File: src/rtl/simple_alu_issue_arbiter.sv
// rtl/simple_alu_issue_arbiter.sv - round-robin issue arbiter sharing one combinational ALU, with a single-entry writeback register
module simple_alu_issue_arbiter #(
  parameter int DATABITWIDTH = 16,
  parameter int REQUESTERS   = 4,
  parameter int TAGBITWIDTH  = 4,
  localparam int IDXW        = (REQUESTERS > 1) ? $clog2(REQUESTERS) : 1
) (
  input  logic                               clk,
  input  logic                               rst_n,
  input  logic [REQUESTERS-1:0]              ReqValid,
  output logic [REQUESTERS-1:0]              ReqReady,
  input  logic [4*REQUESTERS-1:0]            ReqMinorOpcode,
  input  logic [DATABITWIDTH*REQUESTERS-1:0] ReqOperandA,
  input  logic [DATABITWIDTH*REQUESTERS-1:0] ReqOperandB,
  input  logic [TAGBITWIDTH*REQUESTERS-1:0]  ReqTag,
  output logic [3:0]                         AluMinorOpcode,
  output logic [DATABITWIDTH-1:0]            AluOperandA,
  output logic [DATABITWIDTH-1:0]            AluOperandB,
  input  logic [DATABITWIDTH-1:0]            AluResult,
  input  logic                               Flush,
  output logic                               WbValid,
  input  logic                               WbReady,
  output logic [DATABITWIDTH-1:0]            WbData,
  output logic [TAGBITWIDTH-1:0]             WbTag,
  output logic [IDXW-1:0]                    WbRequester
);

  logic [IDXW-1:0]         priority_q, priority_d;
  logic                    wb_valid_q;
  logic [DATABITWIDTH-1:0] wb_data_q;
  logic [TAGBITWIDTH-1:0]  wb_tag_q;
  logic [IDXW-1:0]         wb_req_q;

  logic                    grant_any;
  logic [IDXW-1:0]         grant_idx;
  logic [REQUESTERS-1:0]   grant;
  logic [TAGBITWIDTH-1:0]  grant_tag;
  logic                    accept_enable;
  logic                    accept;

  // Scan starts at the priority pointer; the sum is one bit wider so the wrap
  // works for non-power-of-two requester counts. Reset suppresses all grants.
  always_comb begin
    logic [IDXW:0]   sum;
    logic [IDXW-1:0] cand;
    grant_any = 1'b0;
    grant_idx = '0;
    sum       = '0;
    cand      = '0;
    for (int k = 0; k < REQUESTERS; k++) begin
      sum = {1'b0, priority_q} + (IDXW+1)'(k);
      if (sum >= (IDXW+1)'(REQUESTERS)) begin
        sum = sum - (IDXW+1)'(REQUESTERS);
      end
      cand = sum[IDXW-1:0];
      if (!grant_any && ReqValid[cand] && rst_n) begin
        grant_any = 1'b1;
        grant_idx = cand;
      end
    end
  end

  always_comb begin
    grant          = '0;
    AluMinorOpcode = '0;
    AluOperandA    = '0;
    AluOperandB    = '0;
    grant_tag      = '0;
    for (int i = 0; i < REQUESTERS; i++) begin
      if (grant_any && (grant_idx == IDXW'(i))) begin
        grant[i]       = 1'b1;
        AluMinorOpcode = ReqMinorOpcode[i*4 +: 4];
        AluOperandA    = ReqOperandA[i*DATABITWIDTH +: DATABITWIDTH];
        AluOperandB    = ReqOperandB[i*DATABITWIDTH +: DATABITWIDTH];
        grant_tag      = ReqTag[i*TAGBITWIDTH +: TAGBITWIDTH];
      end
    end
  end

  assign accept_enable = ~Flush & (~wb_valid_q | WbReady);
  assign ReqReady      = grant & {REQUESTERS{accept_enable}};
  assign accept        = grant_any & accept_enable;
  assign priority_d    = (grant_idx == IDXW'(REQUESTERS-1)) ? '0 : grant_idx + 1'b1;

  always_ff @(posedge clk or negedge rst_n) begin
    if (!rst_n) begin
      priority_q <= '0;
      wb_valid_q <= 1'b0;
      wb_data_q  <= '0;
      wb_tag_q   <= '0;
      wb_req_q   <= '0;
    end else if (accept) begin
      priority_q <= priority_d;
      wb_valid_q <= 1'b1;
      wb_data_q  <= AluResult;
      wb_tag_q   <= grant_tag;
      wb_req_q   <= grant_idx;
    end else if (Flush || WbReady) begin
      wb_valid_q <= 1'b0;
    end
  end

  assign WbValid     = wb_valid_q;
  assign WbData      = wb_data_q;
  assign WbTag       = wb_tag_q;
  assign WbRequester = wb_req_q;

endmodule

File: config.mk
export PLATFORM = sky130hd
export DESIGN_NAME = simple_alu_issue_arbiter
export DESIGN_NICKNAME = d
export VERILOG_FILES = /design/src/rtl/simple_alu_issue_arbiter.sv
export SDC_FILE = /design/constraint.sdc
export NUM_CORES = 1
export LEC_CHECK = 0
export ABC_AREA = 0
export CAP_MARGIN = 0
export CORE_ASPECT_RATIO = 1.25
export CORE_MARGIN = 5
export CORE_UTILIZATION = 29
export DETAILED_ROUTE_END_ITERATION = 10
export MAX_ROUTING_LAYER = met4
export PLACE_DENSITY = 0.78
export SLEW_MARGIN = 25
export SYNTH_ARGS = -nofsm -noshare
export SYNTH_HDL_FRONTEND = slang
export SYNTH_SLANG_ARGS = --single-unit
File: constraint.sdc
create_clock -name clk -period 3.5 [get_ports clk]
set_input_delay 0.875 -clock clk [delete_from_list [all_inputs] [get_ports clk]]
set_output_delay 0.875 -clock clk [all_outputs]
set_load 0.02 [all_outputs]
[Word level (Yosys, flattened, before mapping)]
Index checks and enable logic that the tools add are counted.
Word-level totals
  flip-flop bits (word level): 25
  input bits: 184
  output and inout bits: 63
Cells by class
  add/sub/neg operators: 8
  magnitude comparators: 8
  eq/ne operators: 3
  muxes and demuxes: 43
  bitwise operators: 6
  reduce and logical (&&, ||, !) cells: 17
Operators with widths (number)
  $mux 16: 8
  $mux 4: 8
  $mux 2: 9
  $mux 1: 14
  $lt 2x3->1 const B: 4
  $logic_and 1x1->1: 11
  $ge 3x3->1 const B: 3
  $bmux 1 s2: 4
  $sub 2x1->2 const B: 4
  $add 2x2->3 const B: 2
  $and 4x4->4: 1
  $eq 2x2->1 const B: 2
  $add 2x1->3 const B: 1
  $ge 2x3->1 const B: 1
  $logic_not 1->1: 3
  $add 2x1->2 const B: 1
  $and 1x1->1: 2
  $eq 2x1->1 const B: 1
  $logic_not 2->1: 1
  $not 1->1: 2
  $reduce_bool 2->1: 1
  $logic_or 1x1->1: 1
  $or 1x1->1: 1

[Longest topological paths before layout]
Gate-level depths: netlist of the first run.
  word-level depth: 24
  depth in mapped cells: 12
  gate-level depth less buffers: 9

[Worst setup path after synthesis of the first run]
No wires, ideal clock.
  kind: input to output
  from: input port ReqValid[1]
  to: output port AluOperandA[0]
  data arrival time: 2.967 ns
  required time: 2.625 ns
  setup slack: -0.342 ns
  cell stages on the path: 8
  path buffers: 3
  cell sequence: a21boi_0 > o21ai_0 > ha_1 > clkbuf_1 > clkbuf_1 > clkbuf_1 > o211ai_1 > a21oi_1
Between the ends
  longest elaborated chain between the ends: 22
  elaborated cells between the ends (all ways): 38
RTL lines
  start, declared: RTL line 10  | input logic [REQUESTERS-1:0] ReqValid,
  $bmux 1 s2: RTL line 56  | if (!grant_any && ReqValid[cand] && rst_n) begin
  $mux 1 (not written as such): RTL line 56
  $logic_and 1x1->1: RTL line 56
  $mux 1: RTL line 56
  $logic_not 1->1: RTL line 56
  $logic_and 1x1->1 (2 in a row): RTL line 56
  $mux 1: RTL line 56
  $logic_not 1->1: RTL line 56
  $logic_and 1x1->1 (2 in a row): RTL line 56
  $mux 1: RTL line 56
  $logic_not 1->1: RTL line 56
  $logic_and 1x1->1 (2 in a row): RTL line 56
  $mux 2: RTL line 56
  $logic_not 2->1: RTL line 70  | if (grant_any && (grant_idx == IDXW'(i))) begin
  $logic_and 1x1->1: RTL line 70
  $mux 16 (3 in a row): RTL line 70
  $mux 16 *: RTL line 70
  end, declared: RTL line 17  | output logic [DATABITWIDTH-1:0] AluOperandA,
Every way passes the cells marked *; elsewhere a longest branch is shown, timed or not. The select of a mux whose other input is x is not followed.

[Final worst setup path of the first run]
  from: input port ReqValid[0]
  to: output port AluOperandA[8]
Between the ends
  longest elaborated chain between the ends: 22
  elaborated cells between the ends (all ways): 38
RTL lines
  $bmux 1 s2: RTL line 56
  $mux 1 (not written as such): RTL line 56
  $logic_and 1x1->1: RTL line 56
  $mux 1: RTL line 56
  $logic_not 1->1: RTL line 56
  $logic_and 1x1->1 (2 in a row): RTL line 56
  $mux 1: RTL line 56
  $logic_not 1->1: RTL line 56
  [... 3 more ...]
  $logic_not 1->1: RTL line 56
  $logic_and 1x1->1 (2 in a row): RTL line 56
  $mux 2 *: RTL line 56
  named net grant_idx[0]: RTL line 35  | logic [IDXW-1:0] grant_idx;
  $logic_not 2->1: RTL line 70
  $logic_and 1x1->1: RTL line 70
  $mux 16 (3 in a row): RTL line 70
  $mux 16 *: RTL line 70
The timed path passes the listed nets; every way through them passes the cells marked *. The select of a mux whose other input is x is not followed.

==> flow_results.xml, run 1 <==
<?xml version="1.0" encoding="UTF-8"?>
<metrics>
  <group name="power_and_ir_drop">
    <metric name="peakVddDrop" unit="mV">0.467</metric>
    <metric name="intPower" unit="W">0.00187</metric>
    <metric name="p_leak" unit="nW">2.63</metric>
    <metric name="p_comb_share" unit="%">77.6</metric>
    <metric name="netSwitchingPower" unit="W">0.00142</metric>
    <metric name="clock_power_share" unit="%">7.8</metric>
    <metric name="part_of_the_total_power_dissipated_in_sequential_elements" unit="%">14.6</metric>
    <metric name="p_per_area" unit="mW/mm2">496</metric>
    <metric name="power.switching_fraction" unit="%">43.2</metric>
  </group>
  <group name="sta">
    <metric name="fin_worst_hold_slack" unit="ns">0.535</metric>
    <metric name="grt_setup_unrepaired" unit="">true</metric>
    <metric name="final-hold-violation-count" unit="">0</metric>
    <metric name="timing_max_transition_violations_final" unit="">0</metric>
    <metric name="clock-skew-final" unit="ns">0.00206</metric>
    <metric name="achievable_freq" unit="MHz">282</metric>
    <metric name="worst_slew_pin_slew" unit="ns">0.773</metric>
    <metric name="finalWorstPathRequiredPeriod" unit="ns">3.54</metric>
    <metric name="setup_viol" unit="">10</metric>
    <metric name="post_layout_worst_setup_margin" unit="ns">-0.0429</metric>
    <metric name="fin_crit_sh" unit="%">101</metric>
    <metric name="relative_slew_slack" unit="%">48.3</metric>
  </group>
  <group name="floorplanning">
    <metric name="rows" unit="">40</metric>
    <metric name="num_io_pins" unit="">247</metric>
    <metric name="core_area" unit="mm2">0.00956</metric>
    <metric name="fp.dieH" unit="um">120</metric>
    <metric name="initial_utilization" unit="%">29.4</metric>
    <metric name="area_of_the_die" unit="mm2">0.0118</metric>
    <metric name="die_x" unit="um">98.1</metric>
  </group>
  <group name="setup_path">
    <metric name="critical_path.max_fanout" unit="">8</metric>
    <metric name="critical_path_cell_count" unit="">13</metric>
    <metric name="timing_worst_setup_path_type" unit="">input port to output pin</metric>
    <metric name="worst_setup_path_end_kind" unit="">output pin</metric>
    <metric name="cpMaxStageDelayCell" unit="">sky130_fd_sc_hd__a211oi_2</metric>
    <metric name="crit-reg2reg-launch" unit="">priority_q[1]</metric>
    <metric name="cp_top_family" unit="">compound AO/OA/AOI/OAI gates</metric>
    <metric name="regToRegEndpoint" unit="">WbTag[3]</metric>
    <metric name="required" unit="ns">2.62</metric>
    <metric name="crit_arrival" unit="ns">2.67</metric>
    <metric name="path_common_cell" unit="">sky130_fd_sc_hd__buf_8</metric>
    <metric name="critical_path.startpoint" unit="">ReqValid[0]</metric>
    <metric name="timing.reg2reg.worst_path_depth" unit="">12</metric>
    <metric name="timing.critical_path.cells" unit="">buf_8 &gt; nor3b_4 &gt; a211oi_2 &gt; o21ai_2 &gt; inv_2 &gt; ha_4 &gt; buf_8 &gt; buf_12 &gt; nand2_1 &gt; o21ai_1 &gt; o211ai_1 &gt; a21oi_2 &gt; buf_4</metric>
    <metric name="worst-path-buf-inv" unit="">5</metric>
    <metric name="start_kind" unit="">input port</metric>
    <metric name="reg2reg_slack" unit="ns">0.92</metric>
    <metric name="timing.critical_path.to" unit="">AluOperandA[8]</metric>
    <metric name="timing.critical_path.slowest_cell_delay" unit="ns">0.24</metric>
  </group>
  <group name="clock_network">
    <metric name="numClockSinks" unit="">25</metric>
    <metric name="worst_setup_hold_path_clk_slew" unit="ns">0.06</metric>
    <metric name="cts_max_path_buffers" unit="">2</metric>
    <metric name="root_buffer" unit="">sky130_fd_sc_hd__clkbuf_16</metric>
    <metric name="cts_inserted_buffers" unit="">3</metric>
    <metric name="clk-insertion-delay-late" unit="ns">0.26</metric>
    <metric name="cts_tree" unit="">yes</metric>
    <metric name="cts.htree.levels" unit="">1</metric>
  </group>
  <group name="grt">
    <metric name="antenna_violations_before_repair" unit="">0</metric>
    <metric name="pin_count_of_the_biggest_net_entering_global_routing" unit="">41</metric>
    <metric name="number_of_global_route_vias_before_repair" unit="">4355</metric>
    <metric name="groute.usage.overall" unit="%">24.1</metric>
    <metric name="grt_first_pass_wirelength" unit="mm">22.5</metric>
    <metric name="globalRouteOverflowTotal" unit="">0</metric>
  </group>
  <group name="layout">
    <metric name="layout_common_cells" unit="">sky130_fd_sc_hd__clkdlybuf4s50_1 (201), sky130_fd_sc_hd__nand2_1 (122), sky130_fd_sc_hd__buf_4 (41)</metric>
    <metric name="areaGrowthSynthToFinish" unit="%">136</metric>
    <metric name="fin_nets" unit="">898</metric>
    <metric name="fin_util" unit="%">69.5</metric>
    <metric name="layout-drive-gt1-share" unit="%">30.3</metric>
    <metric name="antenna_cells_inserted" unit="">0</metric>
    <metric name="mostFrequentLayoutCell" unit="">sky130_fd_sc_hd__clkdlybuf4s50_1</metric>
  </group>
  <group name="synth">
    <metric name="part_of_the_yosys_area_used_for_sequential_elements" unit="%">22.2</metric>
    <metric name="yosys_register_bits" unit="">25</metric>
    <metric name="netlist_instances" unit="">435</metric>
    <metric name="average_cell_area_after_synthesis" unit="um2">6.47</metric>
    <metric name="synth_area" unit="mm2">0.00281</metric>
    <metric name="ys_async_sr_fraction" unit="%">100</metric>
    <metric name="yosys_warnings" unit="">0</metric>
    <metric name="synth_ff_type" unit="">sky130_fd_sc_hd__dfrtp_1</metric>
    <metric name="synth_enable_flop_cells" unit="">0</metric>
    <metric name="cell_variety_after_synth" unit="">40</metric>
    <metric name="synth.net_count" unit="">623</metric>
  </group>
  <group name="detailed_routing">
    <metric name="detailedRoute.firstIterationViolations" unit="">201</metric>
    <metric name="vias_per_cell" unit="">5.26</metric>
    <metric name="drt.antenna.violating_nets" unit="">0</metric>
    <metric name="router_iterations_before_antenna_repair" unit="">5</metric>
    <metric name="finalWirelength" unit="mm">15.6</metric>
    <metric name="drt-wirelength-per-cell" unit="um">18.7</metric>
    <metric name="vias" unit="">4389</metric>
    <metric name="drc" unit="">0</metric>
  </group>
  <group name="outcome">
    <metric name="failed_checks" unit="">negative setup slack</metric>
    <metric name="outcome" unit="">finished with violations</metric>
  </group>
  <group name="placement">
    <metric name="detailedPlacementHpwl" unit="mm">11.2</metric>
    <metric name="io_buffer_count" unit="">246</metric>
    <metric name="place.gp.congestion" unit="">0.903</metric>
  </group>
  <group name="job">
    <metric name="drv.max_cap_violation_count" unit="">0</metric>
  </group>
  <group name="hold_path">
    <metric name="hold_path_class" unit="">register to register</metric>
  </group>
</metrics>
[tightest hold or removal path, delay by kind of cell (launching register included)]
family           cells  cell delay (ns)
AND/OR/NAND/NOR      1             0.06
flip-flops           1             0.38
AO/OA/AOI/OAI        1             0.06
[cells in the mapped netlist (all sizes together), types with 2 or more instances]
library cell,number,area share (%)
o21ai,37,6.6
nand2b,36,8.0
a211oi,5,1.3
ha,4,1.8
o22ai,23,5.1
and3,3,0.67
nor3,2,0.36
buf,13,3.6
a221oi,3,0.93
a32oi,3,0.93
a22oi,4,1.1
dfrtp,25,22
o211ai,33,8.8
inv,12,1.6
nand2,141,19
a21oi,42,7.5
clkbuf,28,3.7
[metrics by stage]
step                      total power [W]  TNS, ns  worst slack [ns]  cells  area (um2)
after floorplan                   0.00160        0            0.0126    435        2960
after global placement            0.00257   -36.04            -0.979    807        5780
after detailed placement          0.00261   -39.28             -1.09    807        5780
after CTS                         0.00300  -0.0106           -0.0106    824        6110
after global routing              0.00348    -2.56            -0.108    835        6640
final                             0.00329   -0.135           -0.0429    835        6640
[per-layer routing]
layer  global-route usage (%)  wire length, um  up-vias  part of all wire (%)
li1                         -                -     2092                     -
met1                     26.6             5840     2051                    37
met2                     43.7             8180      215                    52
met3                     4.94             1220       31                   7.8
met4                     6.84              368        0                   2.4
met5                        -                0        -                     0
[layout make-up]
cell class	instances	area, um2
Clock buffer	3	75.1
Clock inverter	1	7.51
Fill cell	743	2920
Inverter	12	47.5
Multi-Input combinational cell	357	2380
Sequential cell	25	626
Tap cell	126	158
Timing Repair Buffer	311	3350
[state kept, by name, summed over array words and instances (netlist names)]
name         flops
WbTag            4
WbValid          1
priority_q       2
WbRequester      2
WbData          16
[worst min-delay path by stage]
stage / start / endpoint / slack (ns) / cells past startpoint
global route: WbData[11] / WbData[11] / 0.56 / 2
detailed placement: WbRequester[0] / WbRequester[0] / 0.53 / 2
finish: WbData[11] / WbData[11] / 0.54 / 2
CTS: WbData[11] / WbData[11] / 0.54 / 2
global placement: WbTag[3] / WbTag[3] / 0.51 / 1
floorplan: rst_n / WbData[0] / 0.58 / 0
[power groups by stage]
stage	combinational [W]	sequential (W)	clock [W]
floorplan	0.00102	0.000580	0
global placement	0.00211	0.000465	0
detailed placement	0.00214	0.000469	0
CTS	0.00226	0.000473	0.000264
global route	0.00271	0.000496	0.000275
finish	0.00255	0.000480	0.000258
[cell families (layout without fill, tap and decap cells)]
logic type / after synthesis / count (layout) / share of synthesized area [%]
buffers and inverters: 53 / 327 / 8.90
flip-flops: 25 / 25 / 22.2
AO/OA/AOI/OAI: 158 / 158 / 35.1
AND/OR/NAND/NOR: 193 / 193 / 30.8
multiplexers: 2 / 2 / 1.16
adder cells (fa/ha/maj): 4 / 4 / 1.78
[repair_timing]
action / 4_1_cts / 5_1_grt
pin swaps: 12 / 87
hold buffers: 0 / 0
gates resized for setup: 242 / 127
hold endpoints to repair: 0 / 0
setup buffers: 8 / 5
gates cloned: 5 / 8
endpoints found under the setup margin: 40 / 38
Power figures use the tool's default switching activity.
==> run 2, diff against run 1 <==
--- a/config.mk
+++ b/config.mk
@@ -10,6 +10,7 @@
 export CORE_ASPECT_RATIO = 1.25
 export CORE_MARGIN = 5
 export CORE_UTILIZATION = 29
+export CTS_CLUSTER_DIAMETER = 80
 export DETAILED_ROUTE_END_ITERATION = 10
 export MAX_ROUTING_LAYER = met4
 export PLACE_DENSITY = 0.78
==> results of run 2 <==
Final layout, timing and power as in run 1 (identical DEF).
